===== src/rtl/conv_encoder_batch_normalization_unit.sv =====
// Purpose: per-filter batch-norm y = sat((x*p + q) >>> SHIFT) with optional ReLU, (p,q) fetched from weights memory behind a one-entry cache.
// Latency: accept edge to out_valid_o = 2 cycles on a cache hit, 4 cycles on a miss (plus any wm_ready_i wait).
// Backpressure: one sample in flight; in_ready_o only in IDLE, out_data_o/out_valid_o held while !out_ready_i.
module conv_encoder_batch_normalization_unit #(
  parameter int DATA_W = 18,
  parameter int P_W    = 18,
  parameter int Q_W    = 36,
  parameter int OUT_W  = 18,
  parameter int SHIFT  = 8,
  parameter int RELU   = 1,
  parameter int SEL_W  = 4
) (
  input  logic              clk,
  input  logic              rst,
  input  logic              in_valid_i,
  output logic              in_ready_o,
  input  logic [DATA_W-1:0] in_data_i,
  input  logic [SEL_W-1:0]  in_filter_i,
  output logic              wm_start_o,
  output logic [SEL_W-1:0]  wm_filter_sel_o,
  input  logic [P_W-1:0]    wm_p_i,
  input  logic [Q_W-1:0]    wm_q_i,
  input  logic              wm_ready_i,
  output logic              out_valid_o,
  input  logic              out_ready_i,
  output logic [OUT_W-1:0]  out_data_o
);

  localparam int PROD_W = DATA_W + P_W;
  localparam int SUM_W  = ((PROD_W > Q_W) ? PROD_W : Q_W) + 1;
  // Bits of the shifted sum that must all agree with the sign for the value to fit OUT_W.
  localparam int TOP_W  = SUM_W - OUT_W + 1;

  typedef enum logic [2:0] {
    S_IDLE,
    S_FETCH,
    S_LOAD,
    S_MUL,
    S_ADD,
    S_OUT
  } state_t;

  state_t              state_q;
  logic                in_ready_q;
  logic                wm_start_q;
  logic [SEL_W-1:0]    wm_sel_q;
  logic                out_valid_q;
  logic [OUT_W-1:0]    out_data_q;

  logic [DATA_W-1:0]   x_q;
  logic [SEL_W-1:0]    filt_q;
  logic [PROD_W-1:0]   prod_q;

  // One-entry weight cache: the (p,q) of the most recently fetched filter.
  logic                cache_vld_q;
  logic [SEL_W-1:0]    cache_filt_q;
  logic [P_W-1:0]      cache_p_q;
  logic [Q_W-1:0]      cache_q_q;

  logic                cache_hit;
  logic [PROD_W-1:0]   prod_d;
  logic signed [SUM_W-1:0] sum_d;
  logic signed [SUM_W-1:0] shifted_d;
  logic [TOP_W-1:0]    top_bits;
  logic [OUT_W-1:0]    sat_d;
  logic [OUT_W-1:0]    res_d;

  assign cache_hit = cache_vld_q && (cache_filt_q == in_filter_i);

  // Datapath: full-precision product, sign-extended sum, floor shift, saturation and ReLU.
  always_comb begin
    prod_d    = PROD_W'($signed(x_q)) * PROD_W'($signed(cache_p_q));
    sum_d     = SUM_W'($signed(prod_q)) + SUM_W'($signed(cache_q_q));
    shifted_d = sum_d >>> SHIFT;
    top_bits  = shifted_d[SUM_W-1:OUT_W-1];
    sat_d     = shifted_d[OUT_W-1:0];
    if (!shifted_d[SUM_W-1] && (|top_bits)) begin
      sat_d = {1'b0, {(OUT_W-1){1'b1}}};
    end else if (shifted_d[SUM_W-1] && !(&top_bits)) begin
      sat_d = {1'b1, {(OUT_W-1){1'b0}}};
    end
    res_d = sat_d;
    if ((RELU != 0) && sat_d[OUT_W-1]) begin
      res_d = '0;
    end
  end

  // Control FSM with registered handshake, fetch and result outputs.
  always_ff @(posedge clk) begin
    if (rst) begin
      state_q      <= S_IDLE;
      in_ready_q   <= 1'b0;
      wm_start_q   <= 1'b0;
      wm_sel_q     <= '0;
      out_valid_q  <= 1'b0;
      out_data_q   <= '0;
      x_q          <= '0;
      filt_q       <= '0;
      prod_q       <= '0;
      cache_vld_q  <= 1'b0;
      cache_filt_q <= '0;
      cache_p_q    <= '0;
      cache_q_q    <= '0;
    end else begin
      wm_start_q <= 1'b0;
      case (state_q)
        S_IDLE: begin
          in_ready_q <= 1'b1;
          if (in_valid_i && in_ready_q) begin
            x_q        <= in_data_i;
            filt_q     <= in_filter_i;
            in_ready_q <= 1'b0;
            if (cache_hit) begin
              state_q <= S_MUL;
            end else begin
              state_q    <= S_FETCH;
              wm_start_q <= 1'b1;
              wm_sel_q   <= in_filter_i;
            end
          end
        end
        S_FETCH: begin
          state_q <= S_LOAD;
        end
        S_LOAD: begin
          if (wm_ready_i) begin
            cache_p_q    <= wm_p_i;
            cache_q_q    <= wm_q_i;
            cache_filt_q <= filt_q;
            cache_vld_q  <= 1'b1;
            state_q      <= S_MUL;
          end else begin
            // Memory not ready yet: keep requesting until it answers.
            wm_start_q <= 1'b1;
          end
        end
        S_MUL: begin
          prod_q  <= prod_d;
          state_q <= S_ADD;
        end
        S_ADD: begin
          out_data_q  <= res_d;
          out_valid_q <= 1'b1;
          state_q     <= S_OUT;
        end
        S_OUT: begin
          if (out_ready_i) begin
            out_valid_q <= 1'b0;
            in_ready_q  <= 1'b1;
            state_q     <= S_IDLE;
          end
        end
        default: begin
          state_q <= S_IDLE;
        end
      endcase
    end
  end

  assign in_ready_o      = in_ready_q;
  assign wm_start_o      = wm_start_q;
  assign wm_filter_sel_o = wm_sel_q;
  assign out_valid_o     = out_valid_q;
  assign out_data_o      = out_data_q;

endmodule

===== config.mk =====
export PLATFORM = sky130hd
export DESIGN_NAME = conv_encoder_batch_normalization_unit
export DESIGN_NICKNAME = d
export VERILOG_FILES = /design/src/rtl/conv_encoder_batch_normalization_unit.sv
export SDC_FILE = /design/constraint.sdc
export NUM_CORES = 1
export LEC_CHECK = 0
export ABC_AREA = 1
export CAP_MARGIN = 20
export CORE_AREA = 2 2 265 267
export CTS_CLUSTER_SIZE = 20
export DETAILED_ROUTE_END_ITERATION = 8
export DIE_AREA = 0 0 267 269
export DONT_BUFFER_PORTS = 1
export SETUP_SLACK_MARGIN = 0.2
export SYNTH_ARGS = -nofsm -noshare
export SYNTH_HDL_FRONTEND = slang
export SYNTH_SLANG_ARGS = --single-unit

===== constraint.sdc =====
create_clock -name clk -period 14.52 [get_ports clk]
set_input_delay 2.904 -clock clk [delete_from_list [all_inputs] [get_ports clk]]
set_output_delay 2.904 -clock clk [all_outputs]
set_load 0.02 [all_outputs]

# Word-level counts from Yosys, hierarchy flattened
# Cells that the tools add are included.
# totals
latchBits,0
in_bits,81
romBits,0
wordCells,59
mem_bits_rw,0
regBits,145
n_memories,0
# op_classes
n_addsub,1
div,0
order_cmp,0
n_mux,17
multipliers,1
eq_ne,9
bitwise,1
n_reduce_logical,17
shift,0
# ops
operator,n
adder 36 x 36 -> 37 bit,1
multiplier 18 x 18 -> 36 bit,1
two-way mux 18 bit,2
case mux 3 bit (6 select lines),1
two-way mux 17 bit,1
AND reduction 12 bit,1
OR reduction 12 bit,1
two-way mux 3 bit,3
AND reduction 2 bit,4
== test 3 x 2 -> 1 bit (second input constant),2
== test 3 bit (second input constant),2
two-way mux 1 bit,6
!= test 2 bit (second input constant),3
case mux 1 bit (2 select lines),3
AND reduction 3 bit,2
== test 4 bit,1
logical AND 1 bit,4
nonzero test 2 bit,2
== test 3 x 1 -> 1 bit (second input constant),1
zero test 3 bit,1
zero test 1 bit,2
two-way mux 2 bit,1
NOT 1 bit,1

# Depth between registers and ports, before layout
# Gate-level depths: netlist of run 1.
# depth
depth_word,7
ltp_mapped,31

# Worst setup path after synthesis of run 1
# Ideal clock, no wire load.
# synth_timing
path_kind,register to register
startpoint,register x_q[17]
endpoint,register prod_q[35]
arrival_ns,5.671
t_required_ns,14.404
path_stages_with_launch,24
path_buffers,2
setup_slack_ns,8.733
cell_sequence,dfxtp_1 clkbuf_1 buf_1 nand2_1 inv_1 fa_1 fa_1 fa_1 fa_1 inv_1 fa_1 inv_1 fa_1 ha_1 inv_1 nor3_1 nand4_1 nor4_1 nand2_1 o211ai_1 xor2_1 nand2_1 o211ai_1 inv_1
# synth_between
elab_chain_cells,1
# synth_rtl
element,line_no,text
"start, declared",50,logic [DATA_W-1:0] x_q;
"start signal, assigned",110,x_q <= in_data_i;
multiplier 18 x 18 -> 36 bit,72,prod_d = PROD_W'($signed(x_q)) * PROD_W'($signed(cache_p_q));
"end signal, assigned",138,prod_q <= prod_d;
"end, declared",52,logic [PROD_W-1:0] prod_q;
# Every way passes these cells.
# A chain may end at the register's enable or synchronous reset.

# Final worst setup path of run 1
# layout_timing
startpoint,register cache_p_q[6]
endpoint,register prod_q[30]
# layout_between
elab_chain_cells,1
# layout_rtl
element,line_no,text
"start, declared",57,logic [P_W-1:0] cache_p_q;
"start signal, assigned",127,cache_p_q <= wm_p_i;
multiplier 18 x 18 -> 36 bit,72,
# Every way passes these cells.

==> results of run 1 <==
-- routing by layer --
layer	wire length, um	vias up
li1	-	8082
met1	23700	8036
met2	25500	374
met3	2810	66
met4	1260	4
met5	27	-
-- per-stage QoR --
stage | hold WS [ns] | instances | setup WS [ns] | total power (uW) | cell area (um2)
floorplan | 0.427 | 2809 | 8.73 | 742 | 20500
global placement | 0.441 | 3650 | 8.00 | 837 | 21400
detailed placement | 0.445 | 3650 | 8.00 | 840 | 21400
CTS | 0.456 | 3682 | 7.95 | 1300 | 21900
global route | 0.480 | 3684 | 7.54 | 1360 | 21900
finish | 0.454 | 3684 | 7.95 | 1280 | 21900
-- area by class of cell --
type,instances,area [um2],share of cell area [%]
Multi-Input combinational cell,1794,14300,65.4
Sequential cell,144,2880,13.1
Inverter,756,2840,12.9
Tap cell,940,1180,5.36
Clock buffer,17,425,1.94
Clock inverter,15,154,0.701
Timing Repair Buffer,16,120,0.547
Antenna cell,2,5.00,0.0228
-- where the power goes --
| part | leakage [uW] | switching [uW] | total, uW | internal (uW) |
|---|---|---|---|---|
| sequential | 0.00117 | 74.5 | 498 | 423 |
| clock | 0.000277 | 224 | 451 | 227 |
| combinational | 0.0105 | 214 | 331 | 117 |
| total | 0.0119 | 512 | 1280 | 768 |
-- worst paths after layout --
check	from	end	slack, ns	cells after the start
setup reg to reg	cache_p_q[6]$_SDFFE_PP0P_	prod_q[30]$_SDFFE_PP0N_	7.95	19
hold / removal	cache_q_q[17]$_SDFFE_PP0P_	cache_q_q[17]$_SDFFE_PP0P_	0.45	2
hold reg to reg	cache_q_q[17]$_SDFFE_PP0P_	cache_q_q[17]$_SDFFE_PP0P_	0.45	2
setup / recovery	cache_p_q[6]$_SDFFE_PP0P_	prod_q[30]$_SDFFE_PP0N_	7.95	19
-- registers in the layout, indices dropped and copies added (netlist names) --
register and flops:
wm_start_o 1, x_q 18, filt_q 4, in_ready_o 1
state_q 3, wm_filter_sel_o 4, cache_p_q 18, out_valid_o 1
out_data_o 17, cache_q_q 36, cache_vld_q 1, cache_filt_q 4
prod_q 36
-- cell usage after synthesis, types with 3 or more instances --
cell type	count
a21o_1	3
a21oi_1	152
a21oi_2	9
a221oi_1	3
a31o_2	3
a31oi_1	9
buf_1	8
clkbuf_1	104
dfxtp_1	144
fa_1	329
ha_1	128
inv_1	747
inv_2	8
nand2_1	642
nand2_2	24
nand3_1	44
nand3_2	3
nand4_1	12
nor2_1	184
nor2_4	3
nor3_1	9
nor4_1	8
o211ai_1	12
o21a_1	3
o21ai_0	134
o21bai_1	10
xnor2_1	22
xor2_1	26
-- cell families (layout without fill, tap and decap cells) --
family,count (synthesis),in the layout,synth area share (%)
fa+ha+maj,457,457,39.9
other cells,1,3,0.0183
simple gates,942,942,18.5
buf+inv,871,804,16.1
xor+xnor,49,49,2.18
compound gates,345,345,9.18
flops,144,144,14.1
-- tightest hold or removal path, cell delays in order, from the launching register on --
cell and delay [ns]:
dfxtp_1 0.32, inv_1 0.05, a21oi_1 0.05
==> reports/metrics.csv, run 1 <==
stage;metric;value;unit
run_status;status;finished, final reports clean;
drt;DR vias/cell;4.50;
cts;setup fix buffers added after clock tree synthesis;0;
grt;met1 GRT Util;20.5;%
critical_path;CP Cell Sequence;nand2_1 > inv_1 > fa_1 > fa_1 > fa_1 > fa_1 > fa_1 > inv_1 > fa_1 > inv_1 > ha_1 > a21oi_1 > o21ai_0 > a21oi_1 > nand3_1 > a31o_2 > xor2_1 > o21ai_0 > inv_1;
critical_path;CP max FO;19;
critical_path;critical path data arrival time;6.95;ns
sta;unrepaired setup endpoints after global routing;no;
floorplan;floorplan row count;97;
grt;GRT Overall Usage;15.7;%
critical_path;Worst path slowest cell;dfxtp_1;
floorplan;Starting Density;29.6;%
final_layout;Final #Nets;3267;
critical_path;CP Launch Type;flop;
critical_path;crit path buf inv count;4;
power;peak supply drop;0.0000845;V
power;leakage power;0.0119;uW
floorplan;die extent in y;269;um
worst_hold_path;Hold Crit Class;reg2reg;
cts;Post-CTS Hold Buffers;0;
synth;Post-synth EDFFs;0;
sta;final setup TNS;0;ns
critical_path;Largest stage delay, worst path;0.92;ns
final_layout;commonest non-fill, non-tap cell in the layout;inv_1;
sta;Setup Skew;0.0172;ns
place;GPL Wtd Cong;0.911;
grt;vias in the first global route;16700;
power;power density cells;58.3;nW/um2
grt;Most Crowded Layer GR;met2;
drt;routed wire length;53.3;mm
final_layout;area grow syn2layout;7.04;%
synth;prevailing post-synth register cell;dfxtp_1;
floorplan;Core ar.;69300;um2
grt;Remaining Overflow, GRT;0;
critical_path;Worst path most repeated cell;fa_1;
synth;Syn. warnings;0;
sta;max-slew violation count;0;
cts;CTS Buf Count;17;
grt;largest net degree at the start of global routing;85;
drt;Post-route DRC;0;
synth;post-synthesis cell area;20500;um2
sta;FMAX;152;MHz
synth;Yosys cell types;47;
floorplan;DIE AREA;71800;um2
critical_path;Crit. End Element;flop;
synth;Avg Inst Size Synth;7.30;um2
critical_path;Crit path required time;14.90;ns
cts;Worst-Skew Late Latency;0.50;ns
floorplan;Die Width;267;um
grt;met2 usage;26.3;%
cts;CTS Sinks;144;
synth;Area contributors post-synth;fa_1 (32%), dfxtp_1 (14%), inv_1 (14%), nand2_1 (12%), ha_1 (7.8%);
cts;H-tree level count;4;
drt;First-pass DRT Iterations;5;
synth;ys async rst share;0;%
sta;relative slew slack;32.6;%
drt;Detail Route Antenna Nets;0;
synth;post-synthesis instance total;2809;
sta;period utilization;45.3;%
synth;Synth Net Count;3347;
sta;setup violators final;0;
synth;sequential fraction of the synthesis area;14.1;%
critical_path;cell family with most CP delay;adder cells;
sta;Hold Fails Final Rpt;0;
flow_run;maxcap violations;0;
drt;drt wl/cell;14.5;um
grt;grt met3 use;2.58;%
sta;Slew @ Worst Pin;1.01;ns
final_layout;most frequent cells in the layout;inv_1 (746), nand2_1 (642), fa_1 (329);
synth;Yosys reg bits;144;
drt;Iter 0 DRT Violations;865;
grt;antenna violations before repair;4;
drt;via count;16600;
synth;Yosys top cell area share;32.1;%
final_layout;filler cell count;7526;
floorplan;top-level port count;106;
cts;clk buf depth;2;
critical_path;critical path type;reg2reg;
final_layout;share of layout cells above drive strength 1;3.98;%
cts;CTS resizes;0;
cts;clock slew at reported path FFs;0.08;ns
grt;first-pass GRT wire length;88.0;mm
cts;clk root buf;clkbuf_16;
sta;min Tclk post-route;6.57;ns
synth;leading area contributor after synthesis;fa_1;
place;I/O Buffers;0;
place;placed wire-length estimate;43.5;mm
final_layout;Layout Utilization;31.7;%
cts;CTS tree;built;
(Power assumes the default switching activity.)
==> run 2: changes to the inputs <==
- clock period: 14.52 -> 6.8 ns (I/O delays scaled with it)
==> reports/metrics.csv, run 2 (synthesized netlist as in run 1, its figures left out) <==
stage;metric;value;unit
power;Clock power frac;35.6;%
sta;setup violators final;0;
floorplan;Die Width;267;um
cts;clk root buf;clkbuf_16;
power;switching portion of total power;38.6;%
worst_hold_path;Hold Crit Class;reg2reg;
power;leakage power;0.0121;uW
floorplan;top-level port count;106;
drt;Post-route DRC;0;
final_layout;multi-input logic area;14300;um2
drt;Detail Route Antenna Nets;0;
floorplan;DIE AREA;71800;um2
cts;clock slew at reported path FFs;0.06;ns
critical_path;R2R Path End;prod_q[33]$_SDFFE_PP0N_;
sta;relative slew slack;41.0;%
final_layout;area grow syn2layout;8.29;%
critical_path;Crit path required time;7.21;ns
drt;First-pass DRT Iterations;8;
worst_hold_path;Hold Crit Start;cache_q_q[22]$_SDFFE_PP0P_;
cts;CTS Sinks;144;
sta;fin worst setup slack;0.500;ns
cts;setup fix buffers added after clock tree synthesis;0;
final_layout;most frequent cells in the layout;inv_1 (746), nand2_1 (642), fa_1 (328);
final_layout;Final #Nets;3295;
cts;clk buf depth;2;
power;switching pwr;1090;uW
floorplan;die extent in y;269;um
sta;FMAX;159;MHz
floorplan;floorplan row count;97;
cts;CTS resizes;0;
critical_path;critical path data arrival time;6.71;ns
sta;final setup TNS;0;ns
cts;CTS tree;built;
floorplan;Core ar.;69300;um2
cts;CTS Buf Count;17;
final_layout;commonest non-fill, non-tap cell in the layout;inv_1;
grt;vias in the first global route;17000;
grt;largest net degree at the start of global routing;78;
final_layout;filler cell count;7461;
sta;Slew @ Worst Pin;0.885;ns
power;peak supply drop;0.000200;V
final_layout;fin area;22200;um2
drt;Iter 0 DRT Violations;1024;
critical_path;cell family with most CP delay;adder cells;
drt;drt wl/cell;14.7;um
drt;routed wire length;54.7;mm
critical_path;Largest stage delay, worst path;0.71;ns
power;Int Power;1730;uW
critical_path;CP max FO;12;
drt;via count;16600;
grt;GRT Overall Usage;15.9;%
power;combinational power share;27.3;%
critical_path;Reg2Reg Depth;27;
sta;unrepaired setup endpoints after global routing;no;
critical_path;Crit. End Element;flop;
place;pre-CTS setup slack;0.407;ns
final_layout;biggest regs;cache_q_q: 36 flops, prod_q: 36 flops;
flow_run;maxcap violations;0;
place;Placed Instance Area;21600;um2
critical_path;worst reg2reg startpoint;x_q[6]$_SDFFE_PP0P_;
sta;min Tclk post-route;6.30;ns
grt;Remaining Overflow, GRT;0;
critical_path;CP Launch Type;flop;
critical_path;flop2flop setup slack;0.50;ns
drt;DR vias/cell;4.48;
run_status;status;finished, final reports clean;
cts;Post-CTS Hold Buffers;0;
power;power density cells;127;nW/um2
cts;H-tree level count;4;
place;GPL Wtd Cong;0.935;
critical_path;crit path buf inv count;8;
floorplan;Starting Density;29.6;%
cts;Worst-Skew Late Latency;0.49;ns
critical_path;critical path type;reg2reg;
grt;first-pass GRT wire length;89.5;mm
critical_path;Worst path slowest cell;dfxtp_1;
final_layout;share of layout cells above drive strength 1;5.49;%
final_layout;Reg area;2900;um2
sta;Hold Fails Final Rpt;0;
place;I/O Buffers;0;
sta;period utilization;92.7;%
sta;max-slew violation count;0;
worst_hold_path;Hold Crit Depth;2;
power;Reg power frac;37.1;%
worst_hold_path;Min-Delay Endpoint;cache_q_q[22]$_SDFFE_PP0P_;
place;placed wire-length estimate;45.4;mm
sta;Setup Skew;0.0150;ns
grt;antenna violations before repair;5;
run 2: metal layers:
metal / wire [um] / global-route usage [%] / vias to the layer above
met5: 45 / 0 / -
met4: 910 / 4.02 / 8
met3: 2780 / 2.40 / 55
met2: 26800 / 28.1 / 386
met1: 24100 / 20.4 / 8033
li1: - / - / 8131
run 2: stage by stage:
step / std cells / hold slack, ns / utilization, % / total power, uW
final: 3712 / 0.453 / 32.0 / 2810
after global routing: 3711 / 0.475 / 32.0 / 2980
after CTS: 3709 / 0.457 / 32.0 / 2840
after detailed placement: 3677 / 0.447 / 31.1 / 1820
after global placement: 3677 / 0.442 / 31.1 / 1810
after floorplan: 2809 / 0.427 / - / 1580
run 2: worst max-delay path by stage:
stage | start | endpoint | slack (ns) | depth (start not counted)
after global routing | x_q[6]$_SDFFE_PP0P_ | prod_q[27]$_SDFFE_PP0N_ | 0.22 | 27
after CTS | x_q[17]$_SDFFE_PP0P_ | prod_q[30]$_SDFFE_PP0N_ | 0.38 | 19
after floorplan | x_q[17]$_SDFFE_PP0P_ | prod_q[35]$_SDFFE_PP0N_ | 1.01 | 23
after global placement | x_q[17]$_SDFFE_PP0P_ | prod_q[35]$_SDFFE_PP0N_ | 0.44 | 17
after detailed placement | x_q[17]$_SDFFE_PP0P_ | prod_q[30]$_SDFFE_PP0N_ | 0.41 | 19
final | x_q[6]$_SDFFE_PP0P_ | prod_q[33]$_SDFFE_PP0N_ | 0.50 | 27
run 2: layout make-up:
class | count | area share [%]
diodes | 2 | 0.0225
clock buffers | 18 | 1.93
clock inverters | 14 | 0.699
inverters | 756 | 12.8
multi-input cells | 1794 | 64.6
flip-flops and latches | 144 | 13.1
well taps | 940 | 5.30
repair buffers | 44 | 1.58
run 2: worst register-to-register path, stage by stage (launching register included):
cell and delay (ns):
dfxtp_1 0.71, buf_4 0.31, nand2_1 0.10, fa_1 0.44
fa_1 0.55, inv_1 0.06, ha_1 0.27, inv_1 0.05
fa_1 0.49, inv_1 0.04, ha_1 0.26, inv_1 0.04
fa_1 0.47, inv_1 0.04, ha_1 0.33, nand2_1 0.06
o21ai_0 0.29, a21oi_1 0.11, o21bai_1 0.14, buf_4 0.15
nand2_1 0.05, nand2_1 0.15, inv_1 0.12, o21ai_0 0.50
nand4_1 0.23, nand2_1 0.11, nand2_1 0.05, a31oi_1 0.11
run 2: power by group through the flow:
stage | Combinational (uW) | Sequential [uW] | Clock, uW
floorplan | 632 | 951 | 0
global route | 879 | 1050 | 1050
CTS | 770 | 1040 | 1030
global placement | 759 | 1050 | 0
finish | 767 | 1040 | 1000
detailed placement | 766 | 1060 | 0
==> run 3: changes to the inputs <==
- CELL_PAD_IN_SITES_DETAIL_PLACEMENT: default -> 0
- CELL_PAD_IN_SITES_GLOBAL_PLACEMENT: default -> 1
- HOLD_SLACK_MARGIN: default -> 0.02
- PLACE_DENSITY: default -> 0.55
==> reports/metrics.csv, run 3 (synthesized netlist as in run 1, its figures left out) <==
stage;metric;value;unit
final_layout;share of layout cells above drive strength 1;5.88;%
power;Int Power;1730;uW
critical_path;Crit. End Element;flop;
floorplan;Starting Density;29.6;%
sta;fin worst setup slack;0.612;ns
critical_path;Crit path required time;7.17;ns
floorplan;die extent in y;269;um
sta;final setup TNS;0;ns
final_layout;multi-input logic area;14300;um2
sta;setup violators final;0;
power;leakage power;0.0121;uW
critical_path;crit path buf inv count;4;
critical_path;Largest stage delay, worst path;0.86;ns
final_layout;Reg area;2920;um2
drt;drt wl/cell;16.6;um
sta;period utilization;91.0;%
sta;Slew @ Worst Pin;0.895;ns
critical_path;Worst path most repeated cell;fa_1;
cts;CTS Sinks;144;
grt;antenna violations before repair;0;
critical_path;CP Cell Sequence;nand2_1 > inv_1 > fa_1 > fa_1 > fa_1 > fa_1 > fa_1 > inv_1 > fa_1 > inv_1 > ha_1 > a21oi_1 > o21ai_0 > a21oi_1 > nand3_1 > a31o_2 > xor2_1 > o21ai_0 > inv_1;
grt;Remaining Overflow, GRT;0;
critical_path;cell family with most CP delay;adder cells;
sta;relative slew slack;40.3;%
drt;Iter 0 DRT Violations;866;
critical_path;R2R Path End;prod_q[30]$_SDFFE_PP0N_;
critical_path;Reg2Reg Depth;19;
cts;clock slew at reported path FFs;0.08;ns
cts;clk buf depth;2;
drt;First-pass DRT Iterations;5;
place;placed wire-length estimate;51.8;mm
sta;Hold Fails Final Rpt;0;
sta;unrepaired setup endpoints after global routing;no;
critical_path;worst reg2reg startpoint;x_q[17]$_SDFFE_PP0P_;
power;Clock power frac;35.7;%
floorplan;Die Width;267;um
power;combinational power share;27.8;%
power;switching pwr;1120;uW
critical_path;critical path type;reg2reg;
worst_hold_path;Min-Delay Endpoint;cache_q_q[31]$_SDFFE_PP0P_;
cts;clk root buf;clkbuf_16;
critical_path;Worst path slowest cell;fa_1;
drt;DR vias/cell;4.46;
cts;CTS tree;built;
cts;CTS Buf Count;17;
flow_run;maxcap violations;0;
critical_path;CP max FO;12;
place;Placed Instance Area;21600;um2
final_layout;commonest non-fill, non-tap cell in the layout;inv_1;
power;Reg power frac;36.5;%
grt;first-pass GRT wire length;99.1;mm
place;I/O Buffers;0;
grt;GRT Overall Usage;18.1;%
sta;min Tclk post-route;6.19;ns
final_layout;biggest regs;cache_q_q: 36 flops, prod_q: 36 flops;
place;placed instance count;3683;
final_layout;most frequent cells in the layout;inv_1 (746), nand2_1 (642), fa_1 (329);
floorplan;DIE AREA;71800;um2
drt;via count;16600;
run_status;status;finished, final reports clean;
worst_hold_path;Hold Crit Start;cache_q_q[31]$_SDFFE_PP0P_;
floorplan;Core ar.;69300;um2
critical_path;CP Launch Type;flop;
sta;max-slew violation count;0;
floorplan;floorplan row count;97;
sta;Setup Skew;0.0165;ns
grt;vias in the first global route;17600;
power;peak supply drop;0.000106;V
cts;H-tree level count;4;
place;pre-CTS setup slack;0.239;ns
final_layout;Final #Nets;3300;
cts;Worst-Skew Late Latency;0.48;ns
worst_hold_path;Hold Crit Class;reg2reg;
sta;Hold Slack;0.454;ns
worst_hold_path;Hold Crit Depth;2;
final_layout;non-filler instance count after layout;3715;
power;power density cells;128;nW/um2
drt;Detail Route Antenna Nets;0;
critical_path;critical path data arrival time;6.56;ns
sta;FMAX;162;MHz
final_layout;area grow syn2layout;8.52;%
place;GPL Wtd Cong;0.868;
grt;largest net degree at the start of global routing;71;
floorplan;top-level port count;106;
drt;Post-route DRC;0;
final_layout;filler cell count;7581;
final_layout;fin area;22200;um2
cts;setup fix buffers added after clock tree synthesis;0;
power;switching portion of total power;39.3;%
drt;routed wire length;61.7;mm
critical_path;flop2flop setup slack;0.61;ns
## run 3: through the flow
stage	utilization (%)	power, uW
finish	32.1	2850
global route	32.1	3050
CTS	32.0	2900
detailed placement	31.2	1860
global placement	31.2	1860
floorplan	-	1580
## run 3: area by class of cell
class	count	share of cell area (%)
Multi-Input combinational cell	1794	64.5
Sequential cell	144	13.1
Inverter	756	12.8
Tap cell	940	5.29
Clock buffer	17	1.91
Timing Repair Buffer	49	1.65
Clock inverter	14	0.776
Antenna cell	1	0.0112
## run 3: what timing repair did
| action | in CTS | in global routing |
|---|---|---|
| resized for setup | 0 | 25 |
| setup endpoints to repair | 0 | 13 |
| hold buffers | 0 | 0 |
| endpoints found under the hold margin | 0 | 0 |
## run 3: worst min-delay path, stage by stage, from the launching register on
cell and delay, ns:
dfxtp_1 0.31, inv_1 0.05, a21oi_1 0.05
## run 3: routing by layer
metal / global-route usage [%] / vias to the layer above / wire length, um
met4: 3.84 / 0 / 699
met3: 2.16 / 37 / 1820
met1: 23.5 / 8126 / 28600
met5: 0 / - / 0
li1: - / 8155 / -
met2: 32.4 / 244 / 30600
## run 3: worst max-delay path by stage
stage | from | endpoint | slack [ns] | depth (start not counted)
floorplan | x_q[17]$_SDFFE_PP0P_ | prod_q[35]$_SDFFE_PP0N_ | 1.01 | 23
global placement | cache_p_q[6]$_SDFFE_PP0P_ | prod_q[27]$_SDFFE_PP0N_ | 0.21 | 25
detailed placement | cache_p_q[6]$_SDFFE_PP0P_ | prod_q[27]$_SDFFE_PP0N_ | 0.24 | 25
CTS | cache_p_q[6]$_SDFFE_PP0P_ | prod_q[27]$_SDFFE_PP0N_ | 0.23 | 25
global route | cache_p_q[14]$_SDFFE_PP0P_ | prod_q[25]$_SDFFE_PP0N_ | 0.20 | 25
finish | x_q[17]$_SDFFE_PP0P_ | prod_q[30]$_SDFFE_PP0N_ | 0.61 | 19
## run 3: power groups by stage
| stage | sequential [uW] | combinational, uW | clock [uW] |
|---|---|---|---|
| after floorplan | 951 | 632 | 0 |
| after global placement | 1060 | 801 | 0 |
| after detailed placement | 1060 | 806 | 0 |
| after CTS | 1040 | 810 | 1060 |
| after global routing | 1050 | 911 | 1090 |
| final | 1040 | 791 | 1020 |
